==> src/rtl/sram_arbiter_pkg.sv <==
// Shared encodings for the single-port SRAM arbiter: access sizes and
// the response-owner tag carried from issue to the data_ok cycle.
package sram_arb_pkg;

  localparam logic [1:0] SZ_BYTE = 2'd0;
  localparam logic [1:0] SZ_HALF = 2'd1;
  localparam logic [1:0] SZ_WORD = 2'd2;

  typedef enum logic [1:0] {
    OWN_NONE = 2'd0,
    OWN_INST = 2'd1,
    OWN_DATA = 2'd2
  } owner_e;

endpackage

==> src/rtl/sram_arbiter_if.sv <==
// Bundle of the fetch port, the load/store port and the SRAM port seen by the arbiter.
interface sram_arbiter_if #(parameter int ADDR_W = 32);

  logic              inst_req;
  logic [ADDR_W-1:0] inst_addr;
  logic              inst_addr_ok;
  logic              inst_data_ok;
  logic [31:0]       inst_rdata;

  logic              data_req;
  logic              data_wr;
  logic [1:0]        data_size;
  logic [ADDR_W-1:0] data_addr;
  logic [31:0]       data_wdata;
  logic              data_addr_ok;
  logic              data_data_ok;
  logic [31:0]       data_rdata;
  logic              data_err;

  logic              mem_en;
  logic [3:0]        mem_wen;
  logic [ADDR_W-1:0] mem_addr;
  logic [31:0]       mem_wdata;
  logic [31:0]       mem_rdata;

  modport slave (
    input  inst_req, inst_addr,
    input  data_req, data_wr, data_size, data_addr, data_wdata,
    input  mem_rdata,
    output inst_addr_ok, inst_data_ok, inst_rdata,
    output data_addr_ok, data_data_ok, data_rdata, data_err,
    output mem_en, mem_wen, mem_addr, mem_wdata
  );

  modport master (
    output inst_req, inst_addr,
    output data_req, data_wr, data_size, data_addr, data_wdata,
    output mem_rdata,
    input  inst_addr_ok, inst_data_ok, inst_rdata,
    input  data_addr_ok, data_data_ok, data_rdata, data_err,
    input  mem_en, mem_wen, mem_addr, mem_wdata
  );

endinterface

==> src/rtl/sram_arbiter_byte_en_gen.sv <==
// Byte-lane write enables and alignment check for one load/store request.
module byte_en_gen
  import sram_arb_pkg::*;
(
  input  logic [1:0] size,
  input  logic [1:0] addr_lo,
  input  logic       wr,
  output logic [3:0] wen,
  output logic       misalign
);

  always_comb begin
    wen      = 4'b0000;
    misalign = 1'b0;
    case (size)
      SZ_BYTE: wen = 4'b0001 << addr_lo;
      SZ_HALF: begin
        misalign = addr_lo[0];
        wen      = 4'b0011 << addr_lo;
      end
      SZ_WORD: begin
        misalign = |addr_lo;
        wen      = 4'b1111;
      end
      default: misalign = 1'b1;
    endcase
    // Loads and rejected requests never write.
    if (!wr || misalign) wen = 4'b0000;
  end

endmodule

==> src/rtl/sram_arbiter.sv <==
// Serialises fetch and load/store requests onto one 1-cycle-latency SRAM;
// data has priority, a waiting fetch wins after STARVE_MAX data grants.
module sram_arbiter
  import sram_arb_pkg::*;
#(
  parameter int ADDR_W     = 32,
  parameter int STARVE_MAX = 2
) (
  input  logic           clk,
  input  logic           resetn,
  sram_arbiter_if.slave  bus
);

  localparam int              CNT_W     = (STARVE_MAX < 1) ? 1 : $clog2(STARVE_MAX + 1);
  localparam logic [CNT_W-1:0] CNT_MAX  = CNT_W'(STARVE_MAX);
  localparam logic [ADDR_W-1:0] WORD_MSK = ~ADDR_W'(3);

  logic [CNT_W-1:0] starve_cnt, starve_cnt_nxt;
  owner_e           rsp_owner, rsp_owner_nxt;
  logic             rej_p1, rej_nxt;

  logic       grant_inst, grant_data, data_issue, misalign;
  logic [3:0] wen;

  byte_en_gen u_byte_en_gen (
    .size     (bus.data_size),
    .addr_lo  (bus.data_addr[1:0]),
    .wr       (bus.data_wr),
    .wen      (wen),
    .misalign (misalign)
  );

  always_comb begin
    grant_inst = resetn && bus.inst_req && (!bus.data_req || starve_cnt == CNT_MAX);
    grant_data = resetn && bus.data_req && !grant_inst;
    data_issue = grant_data && !misalign;

    bus.inst_addr_ok = grant_inst;
    bus.data_addr_ok = grant_data;
    bus.data_err     = grant_data && misalign;

    bus.mem_en    = grant_inst || data_issue;
    bus.mem_wen   = data_issue ? wen : 4'b0000;
    bus.mem_addr  = '0;
    if (grant_inst)      bus.mem_addr = bus.inst_addr & WORD_MSK;
    else if (data_issue) bus.mem_addr = bus.data_addr & WORD_MSK;
    bus.mem_wdata = (data_issue && bus.data_wr) ? bus.data_wdata : 32'h0;

    // Responses are owned by the previous cycle's issue; reset silences them at once.
    bus.inst_data_ok = resetn && (rsp_owner == OWN_INST);
    bus.data_data_ok = resetn && (rsp_owner == OWN_DATA);
    bus.inst_rdata   = bus.inst_data_ok ? bus.mem_rdata : 32'h0;
    bus.data_rdata   = (bus.data_data_ok && !rej_p1) ? bus.mem_rdata : 32'h0;

    rsp_owner_nxt = OWN_NONE;
    if (grant_inst)      rsp_owner_nxt = OWN_INST;
    else if (grant_data) rsp_owner_nxt = OWN_DATA;
    rej_nxt = grant_data && misalign;

    starve_cnt_nxt = starve_cnt;
    if (!bus.inst_req || grant_inst)
      starve_cnt_nxt = '0;
    else if (grant_data && starve_cnt != CNT_MAX)
      starve_cnt_nxt = starve_cnt + CNT_W'(1);
  end

  // ---- response stage boundary ----
  always_ff @(posedge clk) begin
    if (!resetn) begin
      rsp_owner  <= OWN_NONE;
      starve_cnt <= '0;
      rej_p1     <= 1'b0;
    end else begin
      rsp_owner  <= rsp_owner_nxt;
      starve_cnt <= starve_cnt_nxt;
      rej_p1     <= rej_nxt;
    end
  end

endmodule

==> src/flat_wrapper.sv <==
// flat-port wrapper written by rule: the top's interface ports become plain ports
module sram_arbiter_flat import sram_arb_pkg::*;
#(
  parameter int ADDR_W     = 32,
  parameter int STARVE_MAX = 2
)
  (clk, resetn, bus_inst_req, bus_inst_addr, bus_data_req, bus_data_wr, bus_data_size, bus_data_addr, bus_data_wdata, bus_mem_rdata, bus_inst_addr_ok, bus_inst_data_ok, bus_inst_rdata, bus_data_addr_ok, bus_data_data_ok, bus_data_rdata, bus_data_err, bus_mem_en, bus_mem_wen, bus_mem_addr, bus_mem_wdata);
  sram_arbiter_if #(.ADDR_W(ADDR_W)) bus_i ();
  input  logic clk;
  input  logic resetn;
  input wire logic [$bits(bus_i.inst_req)-1:0] bus_inst_req;
  input wire logic [$bits(bus_i.inst_addr)-1:0] bus_inst_addr;
  input wire logic [$bits(bus_i.data_req)-1:0] bus_data_req;
  input wire logic [$bits(bus_i.data_wr)-1:0] bus_data_wr;
  input wire logic [$bits(bus_i.data_size)-1:0] bus_data_size;
  input wire logic [$bits(bus_i.data_addr)-1:0] bus_data_addr;
  input wire logic [$bits(bus_i.data_wdata)-1:0] bus_data_wdata;
  input wire logic [$bits(bus_i.mem_rdata)-1:0] bus_mem_rdata;
  output wire logic [$bits(bus_i.inst_addr_ok)-1:0] bus_inst_addr_ok;
  output wire logic [$bits(bus_i.inst_data_ok)-1:0] bus_inst_data_ok;
  output wire logic [$bits(bus_i.inst_rdata)-1:0] bus_inst_rdata;
  output wire logic [$bits(bus_i.data_addr_ok)-1:0] bus_data_addr_ok;
  output wire logic [$bits(bus_i.data_data_ok)-1:0] bus_data_data_ok;
  output wire logic [$bits(bus_i.data_rdata)-1:0] bus_data_rdata;
  output wire logic [$bits(bus_i.data_err)-1:0] bus_data_err;
  output wire logic [$bits(bus_i.mem_en)-1:0] bus_mem_en;
  output wire logic [$bits(bus_i.mem_wen)-1:0] bus_mem_wen;
  output wire logic [$bits(bus_i.mem_addr)-1:0] bus_mem_addr;
  output wire logic [$bits(bus_i.mem_wdata)-1:0] bus_mem_wdata;
  assign bus_i.inst_req = bus_inst_req;
  assign bus_i.inst_addr = bus_inst_addr;
  assign bus_i.data_req = bus_data_req;
  assign bus_i.data_wr = bus_data_wr;
  assign bus_i.data_size = bus_data_size;
  assign bus_i.data_addr = bus_data_addr;
  assign bus_i.data_wdata = bus_data_wdata;
  assign bus_i.mem_rdata = bus_mem_rdata;
  assign bus_inst_addr_ok = bus_i.inst_addr_ok;
  assign bus_inst_data_ok = bus_i.inst_data_ok;
  assign bus_inst_rdata = bus_i.inst_rdata;
  assign bus_data_addr_ok = bus_i.data_addr_ok;
  assign bus_data_data_ok = bus_i.data_data_ok;
  assign bus_data_rdata = bus_i.data_rdata;
  assign bus_data_err = bus_i.data_err;
  assign bus_mem_en = bus_i.mem_en;
  assign bus_mem_wen = bus_i.mem_wen;
  assign bus_mem_addr = bus_i.mem_addr;
  assign bus_mem_wdata = bus_i.mem_wdata;
  sram_arbiter #(.ADDR_W(ADDR_W), .STARVE_MAX(STARVE_MAX)) u_core (.clk(clk), .resetn(resetn), .bus(bus_i));
endmodule
==> config.mk <==
export PLATFORM = sky130hd
export DESIGN_NAME = sram_arbiter_flat
export DESIGN_NICKNAME = d
export VERILOG_FILES = /design/src/rtl/sram_arbiter_pkg.sv /design/src/rtl/sram_arbiter_if.sv /design/src/rtl/sram_arbiter_byte_en_gen.sv /design/src/rtl/sram_arbiter.sv /design/src/flat_wrapper.sv
export SDC_FILE = /design/constraint.sdc
export NUM_CORES = 1
export LEC_CHECK = 0
export BUFFER_PORTS_ARGS = -buffer_cell sky130_fd_sc_hd__buf_2
export CAP_MARGIN = 20
export CORE_AREA = 3 3 104 106
export CTS_CLUSTER_DIAMETER = 120
export DETAILED_ROUTE_END_ITERATION = 10
export DIE_AREA = 0 0 107 109
export SLEW_MARGIN = 20
export SYNTH_ARGS = -nofsm -noshare
export SYNTH_HDL_FRONTEND = slang
export SYNTH_HIERARCHICAL = 1
export SYNTH_SLANG_ARGS = --single-unit
==> constraint.sdc <==
create_clock -name clk -period 1.65 [get_ports clk]
set_clock_uncertainty 0.1 [all_clocks]
set_input_delay 0.165 -clock clk [delete_from_list [all_inputs] [get_ports clk]]
set_output_delay 0.165 -clock clk [all_outputs]
set_load 0.03 [all_outputs]
==> results_dict.tcl <==
set metrics [dict create \
    status "finished, violations left" \
    violations "setup timing" \
    start_util 0.1357 \
    hold_end "u_core/rsp_owner[1]" \
    cp-end-kind "primary output" \
    cts_made_buffers 3 \
    p_leak_uw 0.002369 \
    yosysSeqAreaShare 0.07477 \
    drt-total-wl_mm 10.06 \
    timing.final.hold_violations 0 \
    rows 36 \
    fill_cells 905 \
    r2r-end "u_core/rej_p1" \
    ir_worst_vdd_mv 0.1786 \
    grt_max_degree 34 \
    htree_levels 1 \
    grt_overflow 0 \
    setup_viol 83 \
    min_path_cells 2 \
    syn_to_final_growth_pct 220.7 \
    grt_pass1_wl_mm 13.74 \
    seq_power_share 0.104 \
    worst_hold_path_type "in2reg" \
    tightestPinTransition_ps 465.4 \
    clock-sinks 5 \
    holdBufCountCts 0 \
    worstSkewPairLatency_ps 210 \
    clk_pin_slew_worst_paths_ps 30 \
    synth_edf_count 0 \
    track_usage 0.1513 \
    drv_cap 0 \
    critPathKind "in2out" \
    drv_slew 0 \
    via_count 2565 \
    first_iter_violations 93 \
    rsz0062_at_grt "true" \
    synth_top_area_frac 0.3271 \
    reg2reg_from "u_core/starve_cnt[0]" \
    rrSetupSlack_ps 510 \
    synth_area_mm2 0.001339 \
    switchingPower_uw 510.2 \
    ant_nets 0 \
    die_h_um 109 \
    die_w_um 107 \
    design_area_mm2 0.004294 \
    cts.path.max_buffers 2 \
    root_buffer "clkbuf_8" \
    synth_area_leader_cell "and2_1" \
    synth_ff_type "dfxtp_1" \
    grt_pass1_vias 2578 \
    wl_per_cell_um 16.68 \
    ys_warn_count 6 \
    worst_hold_startpoint "bus_inst_req" \
    drcViolationCount 0 \
    antenna_cells 0 \
    yosysMostFrequentCell "and2_1" \
    timing.slew.headroom 0.6817 \
    post-place-ws_ps -357.8 \
    nets 607 \
    r2r_cells 5 \
    intPower_uw 754.3 \
    synthTopCellsByCount "70 x and2_1, 32 x and3_1, 30 x a22o_1" \
    swShare 0.4035 \
    hpwl_mm 7.835 \
    worstPathRequired_ps 1380 \
    core_area_mm2 0.009864 \
    cts_tree "yes" \
    finalCritPeriodShare 1.205 \
    cp_max_fo 12 \
    worstSetupStartpointType "input pin" \
    fin_crit_ps 1989 \
    antenna_found_initial 0 \
    synth_cell_type_count 32 \
    io_pins 273 \
    synth.area.top_cells "and2_1 33%, a22o_1 20%, and3_1 15%" \
    dieArea_mm2 0.01166 \
    dpl-instance-area_mm2 0.003266 \
    power_density_mw_per_mm2 294.5 \
    synth-seq-cells 5 \
    cp.arrival_ps 1720 \
    viasPerCell 4.254 \
    synthArstFlopShare 0 \
    clockPowerShare 0.171 \
    place.gp.congestion 0.7675 \
    maxClockFrequency_mhz 502.8 \
    portBuffers 268 \
    layout-drive-gt1-share 0.8553 \
    syn_area_per_cell_um2 7.046 \
    worst_slack_ps -339.0 \
    combPwrFrac 0.726 \
    dr.pass1.iters 4 \
    syn_inst 190 \
]
metal layers:
| metal | GRT usage | part of all wire |
|---|---|---|
| met1 | 0.1465 | 0.32 |
| met3 | 0.02546 | 0.084 |
| met2 | 0.3219 | 0.58 |
| met5 | 0 | 0 |
| met4 | 0.04201 | 0.019 |
worst max-delay path: stages:
cell and delay, ps:
buf_2 110, or3_4 370, nor2b_4 150, a211oi_4 200, buf_6 150, buf_8 120, buf_16 130, and3_2 200
buf_6 130
cells by family (layout without fill, tap and decap cells):
family	after synthesis	in the layout	synth area share
and+or+nand+nor	118	118	0.5486
AOI/OAI and AO/OA	40	40	0.2598
buffers and inverters	24	303	0.09813
DFF	5	5	0.07477
adders and majority gates	1	1	0.009344
other	1	2	0.002801
xor gates and xnor gates	1	1	0.006543
final cells by class:
class / instances / area, µm² / share of cell area
Timing Repair Buffer: 296 / 2410 / 0.5612
Multi-Input combinational cell: 162 / 1558 / 0.3628
Tap cell: 133 / 166.4 / 0.03875
Sequential cell: 5 / 103.9 / 0.02418
Clock buffer: 4 / 45.04 / 0.01049
Inverter: 3 / 11.26 / 0.002622
registers in the layout (all words and copies together), names as in the netlist:
register and count:
u_core/rej_p1 1, u_core/starve_cnt 2, u_core/rsp_owner 2
metrics by stage:
step / TNS [ps] / hold WS [ps] / std cells / util / power [µW]
3_3_place_gp: -19240 / 308.8 / 590 / 0.3311 / 844.8
4_1_cts: -18080 / 135.0 / 602 / 0.4050 / 1224
2_1_floorplan: -658.0 / 155.7 / 191 / - / 529.7
5_1_grt: -22310 / 136.5 / 603 / 0.4353 / 1338
6_report: -17250 / 130.1 / 603 / 0.4353 / 1264
3_5_place_dp: -20670 / 321.9 / 590 / 0.3311 / 854.8
power groups by stage:
stage | Clock (µW) | Combinational [µW] | Sequential [µW]
after global routing | 235 | 972 | 131
after global placement | 0 | 714 | 131
final | 216 | 918 | 131
after detailed placement | 0 | 724 | 131
after CTS | 223 | 872 | 129
after floorplan | 0 | 399 | 130
what timing repair did:
item,in CTS,in global routing
setup endpoints to repair,70,77
pin swaps,8,15
cloned,4,2
buffers inserted,4,1
gates resized for setup,161,125
cell usage in the layout (no fill, tap or decap), types with 2 or more instances in the layout:
master / instances
nand2_2: 2
nand2_1: 3
buf_16: 3
buf_6: 102
inv_1: 2
and3_4: 10
and2_4: 24
clkbuf_8: 3
a22o_4: 30
clkbuf_16: 2
dfxtp_2: 3
a21oi_1: 3
and3_2: 22
buf_2: 165
buf_8: 3
and2_1: 46
buf_12: 8
nor3_1: 2
buf_4: 12
conb_1: 2
dfxtp_1: 2
worst max-delay path by stage:
stage	startpoint	to	slack (ps)	cells past startpoint
floorplan	bus_data_size[0]	bus_mem_addr[10]	-60	6
finish	bus_data_addr[1]	bus_mem_wdata[29]	-340	9
detailed placement	bus_data_size[0]	bus_mem_addr[21]	-360	8
global route	u_core/starve_cnt[0]	bus_mem_wdata[14]	-390	8
global placement	bus_data_size[0]	bus_mem_addr[21]	-330	8
CTS	bus_data_size[0]	bus_mem_wdata[5]	-320	9
Power figures use the tool's default switching activity.
